$ cat src/rtl/udcounter_ctrl_if.sv
// udcounter_ctrl_if -- command/strobe bundle between a requester and the
// 193-style counter controller.
//   cmd_valid, cmd[1:0], load_val[7:0], clr : requester -> controller
//   cmd_ready                               : controller -> requester
//   cpu, cpd, pl, mr, d[7:0]                : controller -> counter pair
// master = requester side, slave = controller side.
interface udcounter_ctrl_if;
  logic       cmd_valid;
  logic [1:0] cmd;
  logic [7:0] load_val;
  logic       clr;
  logic       cmd_ready;
  logic       cpu;
  logic       cpd;
  logic       pl;
  logic       mr;
  logic [7:0] d;

  modport master (
    output cmd_valid, cmd, load_val, clr,
    input  cmd_ready, cpu, cpd, pl, mr, d
  );

  modport slave (
    input  cmd_valid, cmd, load_val, clr,
    output cmd_ready, cpu, cpd, pl, mr, d
  );
endinterface

$ cat src/rtl/udcounter_ctrl.sv
// udcounter_ctrl -- turns synchronous commands (NOP/INC/DEC/LOAD/clr) into
// glitch-free control strobes for a cascaded pair of 193-style up/down
// counters. Every strobe and d come straight from a flop.
// Ports:
//   clk       system clock, rising edge
//   rst_n     asynchronous active-low reset
//   bus       udcounter_ctrl_if.slave (command handshake + counter strobes)
//   shadow_q  8-bit expected counter value, only when UDCTL_SHADOW_EN is defined
//
// state   | meaning
// IDLE    | cmd_ready high, waiting for clr or a non-NOP command
// STROBE  | exactly one strobe active (cpu/cpd/pl low or mr high)
// RELEASE | strobes back at idle; INC/DEC counted on the edge entering here
// GAP     | settle cycle before accepting the next command
module udcounter_ctrl (
  input  logic clk,
  input  logic rst_n,
  udcounter_ctrl_if.slave bus
`ifdef UDCTL_SHADOW_EN
  ,
  output logic [7:0] shadow_q
`endif
);

  localparam logic [1:0] CMD_NOP  = 2'b00;
  localparam logic [1:0] CMD_INC  = 2'b01;
  localparam logic [1:0] CMD_DEC  = 2'b10;
  localparam logic [1:0] CMD_LOAD = 2'b11;

  typedef enum logic [1:0] {IDLE, STROBE, RELEASE, GAP} state_t;

  state_t     state, state_nxt;
  logic       cpu_q, cpu_nxt;
  logic       cpd_q, cpd_nxt;
  logic       pl_q, pl_nxt;
  logic       mr_q, mr_nxt;
  logic [7:0] d_q, d_nxt;

  // mr resets high so the counters stay cleared through reset; it drops on
  // the first edge after release because IDLE computes mr_nxt = 0.
  always_ff @(posedge clk or negedge rst_n) begin
    if (!rst_n) begin
      state <= IDLE;
      cpu_q <= 1'b1;
      cpd_q <= 1'b1;
      pl_q  <= 1'b1;
      mr_q  <= 1'b1;
      d_q   <= 8'h00;
    end else begin
      state <= state_nxt;
      cpu_q <= cpu_nxt;
      cpd_q <= cpd_nxt;
      pl_q  <= pl_nxt;
      mr_q  <= mr_nxt;
      d_q   <= d_nxt;
    end
  end

  always_comb begin
    state_nxt = state;
    cpu_nxt   = 1'b1;
    cpd_nxt   = 1'b1;
    pl_nxt    = 1'b1;
    mr_nxt    = 1'b0;
    d_nxt     = d_q;
    case (state)
      IDLE: begin
        if (bus.clr) begin
          mr_nxt    = 1'b1;
          state_nxt = STROBE;
        end else if (bus.cmd_valid && (bus.cmd != CMD_NOP)) begin
          state_nxt = STROBE;
          case (bus.cmd)
            CMD_INC:  cpu_nxt = 1'b0;
            CMD_DEC:  cpd_nxt = 1'b0;
            CMD_LOAD: begin
              pl_nxt = 1'b0;
              d_nxt  = bus.load_val;
            end
            default: ;
          endcase
        end
      end
      STROBE:  state_nxt = RELEASE;
      RELEASE: state_nxt = GAP;
      GAP:     state_nxt = IDLE;
      default: state_nxt = IDLE;
    endcase
  end

  assign bus.cmd_ready = (state == IDLE);
  assign bus.cpu       = cpu_q;
  assign bus.cpd       = cpd_q;
  assign bus.pl        = pl_q;
  assign bus.mr        = mr_q;
  assign bus.d         = d_q;

`ifdef UDCTL_SHADOW_EN
  // During STROBE the strobe flops themselves identify the operation, so no
  // separate opcode register is needed; the update lands on the RELEASE edge.
  always_ff @(posedge clk or negedge rst_n) begin
    if (!rst_n) begin
      shadow_q <= 8'h00;
    end else if (state == STROBE) begin
      if (mr_q)       shadow_q <= 8'h00;
      else if (!pl_q)  shadow_q <= d_q;
      else if (!cpu_q) shadow_q <= shadow_q + 8'd1;
      else if (!cpd_q) shadow_q <= shadow_q - 8'd1;
    end
  end
`endif

endmodule
$ cat src/flat_wrapper.sv
// flat-port wrapper written by rule: the top's interface ports become plain ports
module udcounter_ctrl_flat 
  (clk, rst_n, bus_cmd_valid, bus_cmd, bus_load_val, bus_clr, bus_cmd_ready, bus_cpu, bus_cpd, bus_pl, bus_mr, bus_d);
  udcounter_ctrl_if bus_i ();
  input  logic clk;
  input  logic rst_n;
  input wire logic [$bits(bus_i.cmd_valid)-1:0] bus_cmd_valid;
  input wire logic [$bits(bus_i.cmd)-1:0] bus_cmd;
  input wire logic [$bits(bus_i.load_val)-1:0] bus_load_val;
  input wire logic [$bits(bus_i.clr)-1:0] bus_clr;
  output wire logic [$bits(bus_i.cmd_ready)-1:0] bus_cmd_ready;
  output wire logic [$bits(bus_i.cpu)-1:0] bus_cpu;
  output wire logic [$bits(bus_i.cpd)-1:0] bus_cpd;
  output wire logic [$bits(bus_i.pl)-1:0] bus_pl;
  output wire logic [$bits(bus_i.mr)-1:0] bus_mr;
  output wire logic [$bits(bus_i.d)-1:0] bus_d;
  assign bus_i.cmd_valid = bus_cmd_valid;
  assign bus_i.cmd = bus_cmd;
  assign bus_i.load_val = bus_load_val;
  assign bus_i.clr = bus_clr;
  assign bus_cmd_ready = bus_i.cmd_ready;
  assign bus_cpu = bus_i.cpu;
  assign bus_cpd = bus_i.cpd;
  assign bus_pl = bus_i.pl;
  assign bus_mr = bus_i.mr;
  assign bus_d = bus_i.d;
  udcounter_ctrl u_core (.clk(clk), .rst_n(rst_n), .bus(bus_i));
endmodule
$ cat config.mk
export PLATFORM = sky130hd
export DESIGN_NAME = udcounter_ctrl_flat
export DESIGN_NICKNAME = d
export VERILOG_FILES = /design/src/rtl/udcounter_ctrl_if.sv /design/src/rtl/udcounter_ctrl.sv /design/src/flat_wrapper.sv
export SDC_FILE = /design/constraint.sdc
export NUM_CORES = 1
export LEC_CHECK = 0
export BUFFER_PORTS_ARGS = -buffer_cell sky130_fd_sc_hd__buf_2
export CAP_MARGIN = 20
export CORE_AREA = 2 2 39 41
export CTS_BUF_LIST = sky130_fd_sc_hd__clkbuf_4 sky130_fd_sc_hd__clkbuf_8
export CTS_CLUSTER_DIAMETER = 30
export DETAILED_ROUTE_END_ITERATION = 10
export DIE_AREA = 0 0 41 43
export PLACE_DENSITY = 0.74
export SYNTH_ARGS = -nofsm -noshare
export SYNTH_HDL_FRONTEND = slang
export SYNTH_SLANG_ARGS = --single-unit
$ cat constraint.sdc
create_clock -name clk -period 2 [get_ports clk]
set_input_delay 0.3 -clock clk [delete_from_list [all_inputs] [get_ports clk]]
set_output_delay 0.3 -clock clk [all_outputs]
set_load 0.005 [all_outputs]
==> results.ini, run 1 <==
[finish]
final_nets = 83
fin_area_um2 = 749
num_antenna_cells = 0
final_common_cell = buf_2
layout-drive-gt1-share = 0.692
multiInputGateArea_um2 = 204
final_cell_mix = buf_2 (26), dfrtp_1 (10), mux2_2 (9), dfstp_2 (4), clkbuf_4 (3)
stdcell_count = 81
ff_latch_area_um2 = 355
fillerInstances = 118
area_growth_pct = 32.2

[global_route]
gr-usage-all-layers = 0.142
grt_antenna_before_repair = 0
grt_max_degree = 15
grt_pass1_vias = 362
grt_pass1_wl_mm = 1.55
gr-total-overflow = 0

[placed_design]
portBuffers = 26
dp_cells = 77
gp_congestion = 0.616
placed_cell_area_um2 = 717
dpl.hpwl_um = 796

[drt]
totalWireLength_um = 974
post_drt_wl_per_cell_um = 12.0
drt-initial-drc-count = 0
drcViolationCount = 0
viasPerCell = 4.62
detail_route.first_pass.iterations = 1
dr_total_vias = 374
ant_nets = 0

[sta]
setup_violations = 0
finalHoldViolations = 0
final.setup.tns_ns = 0
relSlewSlack = 0.804
post-route-period-util = 0.758
max_freq_mhz = 659
tightest_slew_ns = 0.294
finClkSkew_ns = 0.000549
slew_violations = 0
rsz0062_at_grt = no
fin_crit_ns = 1.52

[yosys]
synth.mux.area_fraction = 0.179
syn_inst = 35
synthSimpleGateAreaFrac = 0.113
synth_top_family_by_area = multiplexers
ys_types = 12
synth_warnings = 0
syn-cell-area_um2 = 567
seq_area_frac_synth = 0.627
synth_fa_ha_area_frac = 0.0442
synth_compound_area_frac = 0.0243
synth_seq_cells = 14
syn_nets = 51
synth_xor_xnor_area_share = 0
synth_area_per_cell_um2 = 16.2

[worst_setup_path]
end_kind = register
cp_max_fo = 9
worst_path_max_delay_cell = dfrtp_1
critPathTopFamily = simple AND/OR/NAND/NOR gates
cp-start-kind = register
cp_data_arrival_time_ns = 1.67
path_class = reg -> reg
cp_data_required_time_ns = 2.15
max_stage_delay_ns = 0.38
crit_buf_inv = 1
crit_chain = inv_1, ha_1, nor2b_4, nand4_4, mux2_2

[floorplanning]
io_pins = 27
dieHeight_um = 43
initial_core_util = 0.410
row_count = 14
dieArea_um2 = 1760
core_area_um2 = 1380
die_x_um = 41

[cts]
cts_made_buffers = 3
path_clk_slew_ns = 0.07
clk_path_buf_depth = 2
clockRootBuffer = clkbuf_4
cts_sinks = 14
clock_latency_ns = 0.27
h-tree-depth = 1
cts_tree = yes

[run_status]
status = complete, no violations

[run]
maxCapViolCount = 0

[pwr]
peakVddDrop_mv = 0.538
power_uw = 911
power_density_nw_per_um2 = 1210
leakagePower_nw = 0.377

[worst_hold_path]
hp-class = in -> reg

==> Yosys cell counts, drive strengths merged <==
| library cell | n | share of area |
|---|---|---|
| nand4 | 1 | 0.038 |
| o22a | 1 | 0.015 |
| dfstp | 4 | 0.19 |
| nand4b | 2 | 0.031 |
| dfrtp | 10 | 0.44 |
| nor2b | 1 | 0.024 |
| nand2 | 1 | 0.0066 |
| ha | 2 | 0.044 |
| mux2 | 9 | 0.18 |
| and2 | 1 | 0.013 |
| o21ai | 1 | 0.0088 |
| inv | 2 | 0.013 |
==> stage by stage <==
| stage | utilization | setup WS, ns | hold slack, ns |
|---|---|---|---|
| after global routing | 0.542 | 0.396 | 0.245 |
| final | 0.542 | 0.483 | 0.258 |
| after global placement | 0.518 | 0.539 | 0.208 |
| after floorplan | - | 0.583 | 0.00441 |
| after CTS | 0.542 | 0.470 | 0.246 |
| after detailed placement | 0.518 | 0.488 | 0.204 |
==> metal layers <==
layer	global-route usage	share of wire
met4	0.120	0.011
met1	0.190	0.45
met2	0.184	0.44
met5	0	0
met3	0.0314	0.094
==> logic make-up after synthesis <==
group	count (synthesis)
adders and majority gates	2
AOI/OAI and AO/OA	2
buffers and inverters	2
DFF	14
and+or+nand+nor	6
muxes	9
==> path summary, 6_finish.rpt <==
check                                             from                           to  slack [ns]  cells past startpoint
max in group asynchronous                        rst_n     u_core.bus.cpu$_DFF_PN1_        1.27                      2
setup / recovery           u_core.state[0]$_DFFE_PN0P_  u_core.bus.d[4]$_DFFE_PN0P_        0.48                      5
min in group asynchronous                        rst_n  u_core.bus.d[2]$_DFFE_PN0P_        0.45                      2
hold / removal                         bus_load_val[2]  u_core.bus.d[2]$_DFFE_PN0P_        0.26                      2
setup reg to reg           u_core.state[0]$_DFFE_PN0P_  u_core.bus.d[4]$_DFFE_PN0P_        0.48                      5
hold reg to reg            u_core.state[0]$_DFFE_PN0P_  u_core.state[0]$_DFFE_PN0P_        0.50                      1
==> sequential cells by signal (all words and copies together), names as in the netlist <==
signal	flops
u_core.state	2
u_core.bus.d	8
u_core.bus.cpd	1
u_core.bus.pl	1
u_core.bus.mr	1
u_core.bus.cpu	1
==> timing repair <==
item | CTS | global route
hold buffers | 1 | 0
setup endpoints to repair | 0 | 0
endpoints found under the hold margin | 10 | 0
resized for setup | 0 | 0
buffers inserted | 0 | 0
==> final cells by class <==
| cell class | count | area share |
|---|---|---|
| Sequential cell | 14 | 0.474 |
| Multi-Input combinational cell | 19 | 0.272 |
| Timing Repair Buffer | 27 | 0.187 |
| Inverter | 2 | 0.0100 |
| Clock buffer | 3 | 0.0301 |
| Tap cell | 16 | 0.0267 |
==> report_power, final <==
group | switching (mW) | internal, mW
clock | 0.0792 | 0.0695
combinational | 0.129 | 0.193
sequential | 0.0449 | 0.395
(Power assumes the default switching activity.)
==> inputs of run 2 (changes only) <==
--- a/config.mk
+++ b/config.mk
@@ -7,12 +7,12 @@
 export LEC_CHECK = 0
 export BUFFER_PORTS_ARGS = -buffer_cell sky130_fd_sc_hd__buf_2
 export CAP_MARGIN = 20
-export CORE_AREA = 2 2 39 41
+export CORE_MARGIN = 2
+export CORE_UTILIZATION = 41
 export CTS_BUF_LIST = sky130_fd_sc_hd__clkbuf_4 sky130_fd_sc_hd__clkbuf_8
 export CTS_CLUSTER_DIAMETER = 30
 export DETAILED_ROUTE_END_ITERATION = 10
-export DIE_AREA = 0 0 41 43
-export PLACE_DENSITY = 0.74
+export PLACE_DENSITY = 0.75
 export SYNTH_ARGS = -nofsm -noshare
 export SYNTH_HDL_FRONTEND = slang
 export SYNTH_SLANG_ARGS = --single-unit
==> constraint.sdc (replaced) <==
create_clock -name clk -period 1.3 [get_ports clk]
set_input_delay 0.195 -clock clk [delete_from_list [all_inputs] [get_ports clk]]
set_output_delay 0.195 -clock clk [all_outputs]
set_load 0.005 [all_outputs]
==> run 2 against run 1 <==
- the flow now finishes with violations (negative setup slack)
- critical path type unchanged
- first-iteration DRC count up 7
- cell count up 7.4%
- worst hold slack worse by 0.10 ns
- global-route usage down 0.90 points
==> results.ini, run 2 (same netlist as run 1, synthesis figures left out) <==
[worst_setup_path]
r2r-start = u_core.state[0]$_DFFE_PN0P_
cp-start-kind = register
cp_max_fo = 9
crit_buf_inv = 1
cp_data_arrival_time_ns = 1.58
critPathTopFamily = flip-flops
cp_data_required_time_ns = 1.45
rr_worst_depth = 5
r2r_slack_ns = -0.13
cp_num_cells = 5
r2r-end = u_core.bus.d[0]$_DFFE_PN0P_
crit_chain = inv_1, ha_2, nor2b_4, nand4_4, mux2_2
max_stage_delay_ns = 0.39
end_kind = register
worst_path_max_delay_cell = dfrtp_1
path_class = reg -> reg

[cts]
clock_latency_ns = 0.26
cts_sinks = 14
cts_made_buffers = 3
cts_tree = yes
path_clk_slew_ns = 0.08
clk_path_buf_depth = 2
h-tree-depth = 1
clockRootBuffer = clkbuf_4

[drt]
dr_total_vias = 413
viasPerCell = 4.75
detail_route.first_pass.iterations = 4
ant_nets = 0
totalWireLength_um = 994
post_drt_wl_per_cell_um = 11.4
drcViolationCount = 0
drt-initial-drc-count = 7

[floorplanning]
initial_core_util = 0.436
dieHeight_um = 41.2
row_count = 13
io_pins = 27
dieArea_um2 = 1700
core_area_um2 = 1300
die_x_um = 41.2

[run_status]
violations = negative setup slack
status = finished, violations left

[finish]
final_nets = 90
fillerInstances = 109
ff_latch_area_um2 = 355
layout-drive-gt1-share = 0.736
largest_reg_flops = 8
area_growth_pct = 43.5
fin_area_um2 = 813
final_common_cell = buf_2
multiInputGateArea_um2 = 206
final_cell_mix = buf_2 (25), dfrtp_1 (10), mux2_2 (9), buf_4 (6), dfstp_2 (4)
final_core_util = 0.625
num_antenna_cells = 0

[worst_hold_path]
hp-class = in -> reg
min-delay-start = bus_load_val[4]
min_delay_path_depth = 2
min_to = u_core.bus.d[4]$_DFFE_PN0P_

[sta]
relSlewSlack = 0.800
max_freq_mhz = 700
finClkSkew_ns = 0.00441
rsz0062_at_grt = yes
post-route-period-util = 1.10
setup_violations = 11
slew_violations = 0
layout_setup_ws_ns = -0.128
finalHoldViolations = 0
fin_crit_ns = 1.43
tightest_slew_ns = 0.299

[placed_design]
gp_congestion = 0.619
dpl.hpwl_um = 782
placed_cell_area_um2 = 748
portBuffers = 26
dp_slack_ns = -0.107

[run]
maxCapViolCount = 0

[global_route]
grt_pass1_vias = 329
gr-total-overflow = 0
grt_max_degree = 15
grt_pass1_wl_mm = 1.42
gr-usage-all-layers = 0.133
grt_antenna_before_repair = 0

[pwr]
leakagePower_nw = 0.413
peakVddDrop_mv = 1.04
power_density_nw_per_um2 = 1940
power_mw = 1.57

-- run 2: power by group --
group	leakage (nW)	internal, mW	switching [mW]	total (mW)
Sequential	0.167	0.607	0.0669	0.674
Combinational	0.233	0.436	0.240	0.676
Clock	0.0138	0.107	0.118	0.225
-- run 2: worst reg2reg max path: stages, from the launching register on --
cell     delay, ns
dfrtp_1       0.39
inv_1         0.08
ha_2          0.18
nor2b_4       0.17
nand4_4       0.17
mux2_2        0.32
-- run 2: repair_timing --
item / CTS / global route
setup endpoints to repair: 10 / 11
buffers inserted: 1 / 2
gates resized for setup: 0 / 2
hold endpoints to repair: 10 / 0
hold buffers: 1 / 0
-- run 2: metal layers --
metal  track usage  share of wire
met3        0.0326          0.097
met2         0.199           0.47
met1         0.173           0.43
met4        0.0726              0
met5             0              0
-- run 2: worst max path at each step --
stage | endpoint | startpoint | slack (ns)
global placement | u_core.bus.d[2]$_DFFE_PN0P_ | u_core.state[0]$_DFFE_PN0P_ | -0.07
detailed placement | u_core.bus.d[6]$_DFFE_PN0P_ | u_core.state[0]$_DFFE_PN0P_ | -0.11
finish | u_core.bus.d[0]$_DFFE_PN0P_ | u_core.state[0]$_DFFE_PN0P_ | -0.13
floorplan | u_core.bus.d[0]$_DFFE_PN0P_ | u_core.state[0]$_DFFE_PN0P_ | -0.07
global route | u_core.bus.d[5]$_DFFE_PN0P_ | u_core.state[1]$_DFFE_PN0P_ | -0.20
CTS | u_core.bus.d[6]$_DFFE_PN0P_ | u_core.state[0]$_DFFE_PN0P_ | -0.12
-- run 2: cell type report --
cell class | instances | share of cell area
Timing Repair Buffer | 34 | 0.249
Clock buffer | 3 | 0.0277
Inverter | 2 | 0.00923
Multi-Input combinational cell | 19 | 0.254
Sequential cell | 14 | 0.437
Tap cell | 15 | 0.0231
-- run 2: metrics by stage --
| stage | std cells | hold WS (ns) | setup TNS [ns] |
|---|---|---|---|
| detailed placement | 80 | 0.0990 | -0.888 |
| finish | 87 | 0.155 | -1.20 |
| global route | 87 | 0.144 | -1.95 |
| CTS | 85 | 0.156 | -0.997 |
| global placement | 80 | 0.102 | -0.551 |
| floorplan | 35 | -0.101 | -0.571 |
